<file path="config.mk">
export PLATFORM = sky130hd
export DESIGN_NAME = ternary_systolic_stream_flat
export DESIGN_NICKNAME = d
export VERILOG_FILES = /design/src/rtl/ternary_systolic_stream_pkg.sv /design/src/rtl/ternary_systolic_stream_if.sv /design/src/rtl/ternary_systolic_stream_pe.sv /design/src/rtl/ternary_systolic_stream.sv /design/src/flat_wrapper.sv
export SDC_FILE = /design/constraint.sdc
export NUM_CORES = 2
export LEC_CHECK = 0
export CAP_MARGIN = 10
export CORE_AREA = 2 2 433 435
export CTS_CLUSTER_DIAMETER = 150
export DETAILED_ROUTE_END_ITERATION = 10
export DIE_AREA = 0 0 435 437
export SKIP_LAST_GASP = 1
export SLEW_MARGIN = 0
export SYNTH_ARGS = -nofsm -noshare
export SYNTH_HDL_FRONTEND = slang
export SYNTH_HIERARCHICAL = 1
export SYNTH_SLANG_ARGS = --single-unit
</file>
<file path="constraint.sdc">
create_clock -name clk -period 6.2 [get_ports clk]
set_input_delay 1.24 -clock clk [delete_from_list [all_inputs] [get_ports clk]]
set_output_delay 1.24 -clock clk [all_outputs]
set_load 0.01 [all_outputs]
</file>
<file path="src/rtl/ternary_systolic_stream_pkg.sv">
// Shared definitions for the ternary systolic stream array:
// weight codes, controller states and the ternary multiply used by every PE.
package ternary_pkg;

  localparam logic [1:0] W_ZERO = 2'b00;
  localparam logic [1:0] W_POS  = 2'b01;
  localparam logic [1:0] W_NEG  = 2'b11;

  // Wide enough for any supported ACC_W; callers truncate to their own width.
  localparam int MUL_W = 64;

  typedef enum logic [1:0] {
    LOAD  = 2'd0,
    FLUSH = 2'd1,
    DRAIN = 2'd2
  } state_t;

  // Code 2'b10 is reserved and, like 2'b00, contributes nothing.
  function automatic logic signed [MUL_W-1:0] tern_mul(input logic signed [MUL_W-1:0] x,
                                                       input logic [1:0] w);
    logic signed [MUL_W-1:0] p;
    case (w)
      W_POS:   p = x;
      W_NEG:   p = -x;
      default: p = '0;
    endcase
    return p;
  endfunction

endpackage

</file>
<file path="src/rtl/ternary_systolic_stream_if.sv">
// Operand beat stream in, Y row stream out, plus the busy flag.
// The master drives operands and out_ready; the slave is the array.
interface ternary_systolic_stream_if #(
  parameter int ROWS  = 4,
  parameter int COLS  = 4,
  parameter int WIDTH = 16,
  parameter int ACC_W = 2 * WIDTH
);
  localparam int RW = (ROWS > 1) ? $clog2(ROWS) : 1;

  logic                   in_valid;
  logic                   in_ready;
  logic [ROWS*WIDTH-1:0]  in_x;
  logic [COLS*2-1:0]      in_w;
  logic                   in_last;
  logic                   out_valid;
  logic                   out_ready;
  logic [COLS*ACC_W-1:0]  out_y;
  logic [RW-1:0]          out_row;
  logic                   out_last;
  logic                   busy;

  modport master (
    output in_valid, in_x, in_w, in_last, out_ready,
    input  in_ready, out_valid, out_y, out_row, out_last, busy
  );

  modport slave (
    input  in_valid, in_x, in_w, in_last, out_ready,
    output in_ready, out_valid, out_y, out_row, out_last, busy
  );

endinterface

</file>
<file path="src/rtl/ternary_systolic_stream_pe.sv">
// One output-stationary MAC cell: accumulates x * w (w ternary) and forwards
// x to the right and w downward through one register each.
module ternary_pe
  import ternary_pkg::*;
#(
  parameter int WIDTH = 16,
  parameter int ACC_W = 2 * WIDTH
) (
  input  logic                    clk,
  input  logic                    rst_n,
  input  logic                    clr,
  input  logic signed [WIDTH-1:0] x_in,
  input  logic [1:0]              w_in,
  output logic signed [WIDTH-1:0] x_out,
  output logic [1:0]              w_out,
  output logic signed [ACC_W-1:0] acc
);

  logic signed [WIDTH-1:0] x_r;
  logic [1:0]              w_r;
  logic signed [ACC_W-1:0] acc_r;
  logic signed [ACC_W-1:0] prod_s;

  // Truncation to ACC_W gives plain two's-complement wrap on accumulate.
  assign prod_s = ACC_W'(tern_mul(MUL_W'(x_in), w_in));

  // Operand forwarding and accumulation
  always_ff @(posedge clk or negedge rst_n) begin
    if (!rst_n) begin
      x_r   <= '0;
      w_r   <= W_ZERO;
      acc_r <= '0;
    end else if (clr) begin
      x_r   <= '0;
      w_r   <= W_ZERO;
      acc_r <= '0;
    end else begin
      x_r   <= x_in;
      w_r   <= w_in;
      acc_r <= acc_r + prod_s;
    end
  end

  assign x_out = x_r;
  assign w_out = w_r;
  assign acc   = acc_r;

endmodule

</file>
<file path="src/rtl/ternary_systolic_stream.sv">
// ROWS x COLS output-stationary systolic array computing Y = X * W with ternary W,
// fed by a valid/ready beat stream and drained one Y row per handshake.
module ternary_systolic_stream
  import ternary_pkg::*;
#(
  parameter int WIDTH = 16,
  parameter int ROWS  = 4,
  parameter int COLS  = 4,
  parameter int ACC_W = 2 * WIDTH,
  parameter int MAX_K = 256
) (
  input  logic clk,
  input  logic rst_n,
  input  logic clear,
  ternary_systolic_stream_if.slave stream
);

  localparam int K_W  = (MAX_K > 1) ? $clog2(MAX_K) : 1;
  localparam int RW   = (ROWS > 1) ? $clog2(ROWS) : 1;
  localparam int FL_N = ROWS + COLS - 1;
  localparam int FL_W = $clog2(FL_N + 1);

  state_t           state_r, state_s;
  logic [K_W-1:0]   beat_r, beat_s;
  logic [FL_W-1:0]  flush_r, flush_s;
  logic [RW-1:0]    row_r, row_s;

  logic in_ready_s, accept_s, out_hs_s, final_hs_s, pe_clr_s;

  logic signed [WIDTH-1:0] x_inj_s  [ROWS];
  logic [1:0]              w_inj_s  [COLS];
  logic signed [WIDTH-1:0] x_link_s [ROWS][COLS+1];
  logic [1:0]              w_link_s [ROWS+1][COLS];
  logic signed [ACC_W-1:0] acc_s    [ROWS][COLS];
  logic                    edge_unused_s;

  logic [COLS*ACC_W-1:0] y_next_s, out_y_r;
  logic                  out_valid_r, out_last_r, busy_r;

  // Beats are only taken in LOAD, never in the abort cycle, never during reset.
  assign in_ready_s = rst_n && (state_r == LOAD) && !clear;
  assign accept_s   = stream.in_valid && in_ready_s;
  assign out_hs_s   = (state_r == DRAIN) && stream.out_ready && !clear;
  assign final_hs_s = out_hs_s && (row_r == RW'(ROWS - 1));
  assign pe_clr_s   = clear || final_hs_s;

  // Accepted beat, or a zero-product bubble, at the skew inputs
  always_comb begin
    for (int r = 0; r < ROWS; r++) begin
      x_inj_s[r] = accept_s ? stream.in_x[r*WIDTH +: WIDTH] : '0;
    end
    for (int c = 0; c < COLS; c++) begin
      w_inj_s[c] = accept_s ? stream.in_w[c*2 +: 2] : W_ZERO;
    end
  end

  for (genvar r = 0; r < ROWS; r++) begin : g_x_skew
    if (r == 0) begin : g_direct
      assign x_link_s[r][0] = x_inj_s[r];
    end else begin : g_delay
      logic signed [WIDTH-1:0] sk_r [r];
      // r-stage delay line so row r meets its weights r cycles late
      always_ff @(posedge clk or negedge rst_n) begin
        if (!rst_n) begin
          for (int i = 0; i < r; i++) sk_r[i] <= '0;
        end else if (clear) begin
          for (int i = 0; i < r; i++) sk_r[i] <= '0;
        end else begin
          sk_r[0] <= x_inj_s[r];
          for (int i = 1; i < r; i++) sk_r[i] <= sk_r[i-1];
        end
      end
      assign x_link_s[r][0] = sk_r[r-1];
    end
  end

  for (genvar c = 0; c < COLS; c++) begin : g_w_skew
    if (c == 0) begin : g_direct
      assign w_link_s[0][c] = w_inj_s[c];
    end else begin : g_delay
      logic [1:0] sk_r [c];
      // c-stage delay line so column c meets its inputs c cycles late
      always_ff @(posedge clk or negedge rst_n) begin
        if (!rst_n) begin
          for (int i = 0; i < c; i++) sk_r[i] <= W_ZERO;
        end else if (clear) begin
          for (int i = 0; i < c; i++) sk_r[i] <= W_ZERO;
        end else begin
          sk_r[0] <= w_inj_s[c];
          for (int i = 1; i < c; i++) sk_r[i] <= sk_r[i-1];
        end
      end
      assign w_link_s[0][c] = sk_r[c-1];
    end
  end

  for (genvar r = 0; r < ROWS; r++) begin : g_row
    for (genvar c = 0; c < COLS; c++) begin : g_col
      ternary_pe #(
        .WIDTH (WIDTH),
        .ACC_W (ACC_W)
      ) u_pe (
        .clk   (clk),
        .rst_n (rst_n),
        .clr   (pe_clr_s),
        .x_in  (x_link_s[r][c]),
        .w_in  (w_link_s[r][c]),
        .x_out (x_link_s[r][c+1]),
        .w_out (w_link_s[r+1][c]),
        .acc   (acc_s[r][c])
      );
    end
  end

  // Operands leaving the far edges are dropped; fold them into one ignored bit
  always_comb begin
    edge_unused_s = 1'b0;
    for (int r = 0; r < ROWS; r++) edge_unused_s = edge_unused_s ^ (^x_link_s[r][COLS]);
    for (int c = 0; c < COLS; c++) edge_unused_s = edge_unused_s ^ (^w_link_s[ROWS][c]);
  end

  // Next state and counters; clear overrides everything
  always_comb begin
    state_s = state_r;
    beat_s  = beat_r;
    flush_s = flush_r;
    row_s   = row_r;
    if (clear) begin
      state_s = LOAD;
      beat_s  = '0;
      flush_s = '0;
      row_s   = '0;
    end else begin
      case (state_r)
        LOAD: begin
          if (accept_s) begin
            if (stream.in_last || (beat_r == K_W'(MAX_K - 1))) begin
              state_s = FLUSH;
              beat_s  = '0;
            end else begin
              beat_s = beat_r + K_W'(1);
            end
          end else begin
            beat_s = beat_r;
          end
        end
        FLUSH: begin
          if (flush_r == FL_W'(FL_N - 1)) begin
            state_s = DRAIN;
            flush_s = '0;
            row_s   = '0;
          end else begin
            flush_s = flush_r + FL_W'(1);
          end
        end
        DRAIN: begin
          if (final_hs_s) begin
            state_s = LOAD;
            row_s   = '0;
          end else if (out_hs_s) begin
            row_s = row_r + RW'(1);
          end else begin
            row_s = row_r;
          end
        end
        default: begin
          state_s = LOAD;
          beat_s  = '0;
          flush_s = '0;
          row_s   = '0;
        end
      endcase
    end
  end

  // Controller state register
  always_ff @(posedge clk or negedge rst_n) begin
    if (!rst_n) begin
      state_r <= LOAD;
      beat_r  <= '0;
      flush_r <= '0;
      row_r   <= '0;
    end else begin
      state_r <= state_s;
      beat_r  <= beat_s;
      flush_r <= flush_s;
      row_r   <= row_s;
    end
  end

  // Row that will be presented next cycle; accumulators are frozen in DRAIN
  always_comb begin
    y_next_s = '0;
    for (int c = 0; c < COLS; c++) begin
      y_next_s[c*ACC_W +: ACC_W] = acc_s[row_s][c];
    end
  end

  // Registered output row and status flags
  always_ff @(posedge clk or negedge rst_n) begin
    if (!rst_n) begin
      out_valid_r <= 1'b0;
      out_last_r  <= 1'b0;
      busy_r      <= 1'b0;
      out_y_r     <= '0;
    end else begin
      out_valid_r <= (state_s == DRAIN);
      out_last_r  <= (state_s == DRAIN) && (row_s == RW'(ROWS - 1));
      busy_r      <= (state_s != LOAD);
      out_y_r     <= (state_s == DRAIN) ? y_next_s : '0;
    end
  end

  assign stream.in_ready  = in_ready_s;
  assign stream.out_valid = out_valid_r;
  assign stream.out_last  = out_last_r;
  assign stream.out_row   = row_r;
  assign stream.out_y     = out_y_r;
  assign stream.busy      = busy_r;

endmodule
</file>
<file path="src/flat_wrapper.sv">
// flat-port wrapper written by rule: the top's interface ports become plain ports
module ternary_systolic_stream_flat import ternary_pkg::*;
#(
  parameter int WIDTH = 16,
  parameter int ROWS  = 4,
  parameter int COLS  = 4,
  parameter int ACC_W = 2 * WIDTH,
  parameter int MAX_K = 256
)
  (clk, rst_n, clear, stream_in_valid, stream_in_x, stream_in_w, stream_in_last, stream_out_ready, stream_in_ready, stream_out_valid, stream_out_y, stream_out_row, stream_out_last, stream_busy);
  ternary_systolic_stream_if #(.ROWS(ROWS), .COLS(COLS), .WIDTH(WIDTH), .ACC_W(ACC_W)) stream_i ();
  input  logic clk;
  input  logic rst_n;
  input  logic clear;
  input wire logic [$bits(stream_i.in_valid)-1:0] stream_in_valid;
  input wire logic [$bits(stream_i.in_x)-1:0] stream_in_x;
  input wire logic [$bits(stream_i.in_w)-1:0] stream_in_w;
  input wire logic [$bits(stream_i.in_last)-1:0] stream_in_last;
  input wire logic [$bits(stream_i.out_ready)-1:0] stream_out_ready;
  output wire logic [$bits(stream_i.in_ready)-1:0] stream_in_ready;
  output wire logic [$bits(stream_i.out_valid)-1:0] stream_out_valid;
  output wire logic [$bits(stream_i.out_y)-1:0] stream_out_y;
  output wire logic [$bits(stream_i.out_row)-1:0] stream_out_row;
  output wire logic [$bits(stream_i.out_last)-1:0] stream_out_last;
  output wire logic [$bits(stream_i.busy)-1:0] stream_busy;
  assign stream_i.in_valid = stream_in_valid;
  assign stream_i.in_x = stream_in_x;
  assign stream_i.in_w = stream_in_w;
  assign stream_i.in_last = stream_in_last;
  assign stream_i.out_ready = stream_out_ready;
  assign stream_in_ready = stream_i.in_ready;
  assign stream_out_valid = stream_i.out_valid;
  assign stream_out_y = stream_i.out_y;
  assign stream_out_row = stream_i.out_row;
  assign stream_out_last = stream_i.out_last;
  assign stream_busy = stream_i.busy;
  ternary_systolic_stream #(.WIDTH(WIDTH), .ROWS(ROWS), .COLS(COLS), .ACC_W(ACC_W), .MAX_K(MAX_K)) u_core (.clk(clk), .rst_n(rst_n), .clear(clear), .stream(stream_i));
endmodule
</file>
==> run metrics <==
outcome finished, final reports clean; Syn Nets 8497; vias per inst about 5.7; Worst Path Arrival 5.91 ns; Slew headroom 17.2%; CTS resizes 0; Max IR drop VDD roughly 0.22 mV; Post-Syn Area per Cell between 9 and 10 um2; grt total ovfl 0; CP required 6.88 ns; maximum fanout along the worst path 45; cts-stage hold buffer count 0; PD cells 185 mW/mm2; CTS Root Cell clkbuf_16; first-pass GRT wire length 363000 um; Final setup viols 0; static leakage 0.0366 uW; antenna violations before repair 6; DR vias 59900; Detail Route Antenna Nets 0; final core utilization a little over two fifths; Mapped Cells 7869; DRC viols 0; largest net degree at the start of global routing 140; Clk Latency, worst-skew pair about 0.77 ns; clock buffer depth 3; number of global-route vias before repair 59000; HPWL after DPL 182000 um; Critical Path Source Type primary input; Num Clock Sinks 982; cts bufs inserted about 120; RSZ-0062 raised after global routing no; Worst Max-Slew Pin Slew 1.24 ns; final hold violation count 0; share of cells above drive strength 1 9.61%; Die W 435 um; Initial Util 38.7%; post-route setup TNS 0 ns; H-tree levels 3; Cells after DPL between 10000 and 15000; post-DR wirelength/cell ~23 um; max-cap viol count 0; setup bufs post-CTS 0; Power, Total 14800 uW; Slew Limit Fails 0; final net count 8498; GRT Total Usage 24.4%; I/O pins between 200 and 250; Fin Hold WS 0.458 ns; Crit Path Class primary input to flip-flop; Tcrit/Tclk final between 80% and 90%; number of DRC markers in iteration 0 4942; Fmax 191 MHz; Tmin final approximately 5.2 ns; Post-Syn Area between 0.07 and 0.08 mm2; clk_skew 0.0465 ns; fin cells about 10000; Die ar. about 0.19 mm2; CTS tree yes; Final Wtd Congestion 0.943; Ys Warns 6; P&R area growth vs syn 11.9%; clock slew at reported path FFs around 0.060 ns; FP Rows 158; I/O Buffers approximately 210; Worst setup EP type flip-flop; core area approximately 0.19 mm2; drt pass-1 iters 7; total wire length 238000 um; Die H ~440 um; Hold Crit Class flip-flop to flip-flop
area by class of cell:
| cell class | instances | area [um2] |
|---|---|---|
| fillers | 18200 | 105000 |
| multi-input cells | 6285 | 44600 |
| flip-flops and latches | 982 | 24600 |
| clock buffers | 141 | 3200 |
| well taps | 2480 | 3100 |
| repair buffers | 290 | 2890 |
| clock inverters | 79 | 1120 |
| inverters | 195 | 734 |
| diodes | 3 | 7.51 |
placed cells by master, fill, tap and decap left out, types with 209 or more instances in the layout:
cell type        instances
nor2_1                 703
ha_1                   534
a21oi_1                589
o21a_1                 249
and2_1                 302
xnor2_1                338
dfrtp_1                982
xor2_1                 225
nor2b_1                428
nand2_1                556
o21ai_0                355
clkdlybuf4s50_1        209
registers in the layout, summed over array words and instances, names as in the netlist:
name	flops
u_core/flush_r	3
u_core/g_w_skew.g_delay.sk_r	12
u_core/stream.out_valid	1
u_core/stream.out_last	1
u_core/stream.out_y	128
u_core/g_row.g_col.u_pe/w_out	24
u_core/beat_r	8
u_core/g_x_skew.g_delay.sk_r	96
u_core/stream.out_row	2
u_core/g_row.g_col.u_pe/acc	512
u_core/stream.busy	1
u_core/g_row.g_col.u_pe/x_out	192
u_core/state_r	2
power breakdown:
group	switching (uW)	total, uW	internal [uW]
Clock	3060	7770	4720
Sequential	46.8	6490	6440
Combinational	396	558	161
critical path, stage by stage:
cell,delay (ns)
clkdlybuf4s50_1,0.47
and4b_2,0.43
buf_4,0.43
and2_1,0.34
nor4_2,0.10
and2b_1,0.21
a21oi_1,0.60
o21a_1,0.19
ha_1,0.29
and3_2,0.29
nand4_2,0.20
nand4bb_1,0.30
a31oi_2,0.34
o21ai_1,0.13
a211o_1,0.26
o21ai_0,0.07
routing by layer:
metal | track usage [%] | vias up | routed length, um
met5 | 0 | - | 13
met4 | 10.8 | 2 | 11900
met3 | 2.81 | 365 | 11400
met2 | 39.5 | 1634 | 109000
met1 | 32.7 | 29600 | 105000
li1 | - | 28400 | -
final timing paths:
kind	start	endpoint	slack (ns)	depth (start not counted)
min in group asynchronous	rst_n	u_core/stream.out_y[2]	0.69	2
max in group asynchronous	rst_n	u_core/g_row[3].g_col[2].u_pe/acc[17]	2.44	5
min	u_core/g_x_skew[3].g_delay.sk_r[31]	u_core/g_x_skew[3].g_delay.sk_r[15]	0.46	1
min reg2reg	u_core/g_x_skew[3].g_delay.sk_r[31]	u_core/g_x_skew[3].g_delay.sk_r[15]	0.46	1
max	stream_in_valid	u_core/g_row[0].g_col[0].u_pe/acc[31]	0.97	16
max reg2reg	u_core/state_r[1]	u_core/g_row[0].g_col[0].u_pe/acc[31]	0.99	17
stage by stage:
step / worst slack [ns] / area (um2)
after floorplan: 1.07 / 71700
after global routing: 0.591 / 80200
after detailed placement: 0.228 / 75900
after CTS: 1.01 / 80200
after global placement: 0.255 / 75900
final: 0.970 / 80200
(Power assumes the default switching activity.)
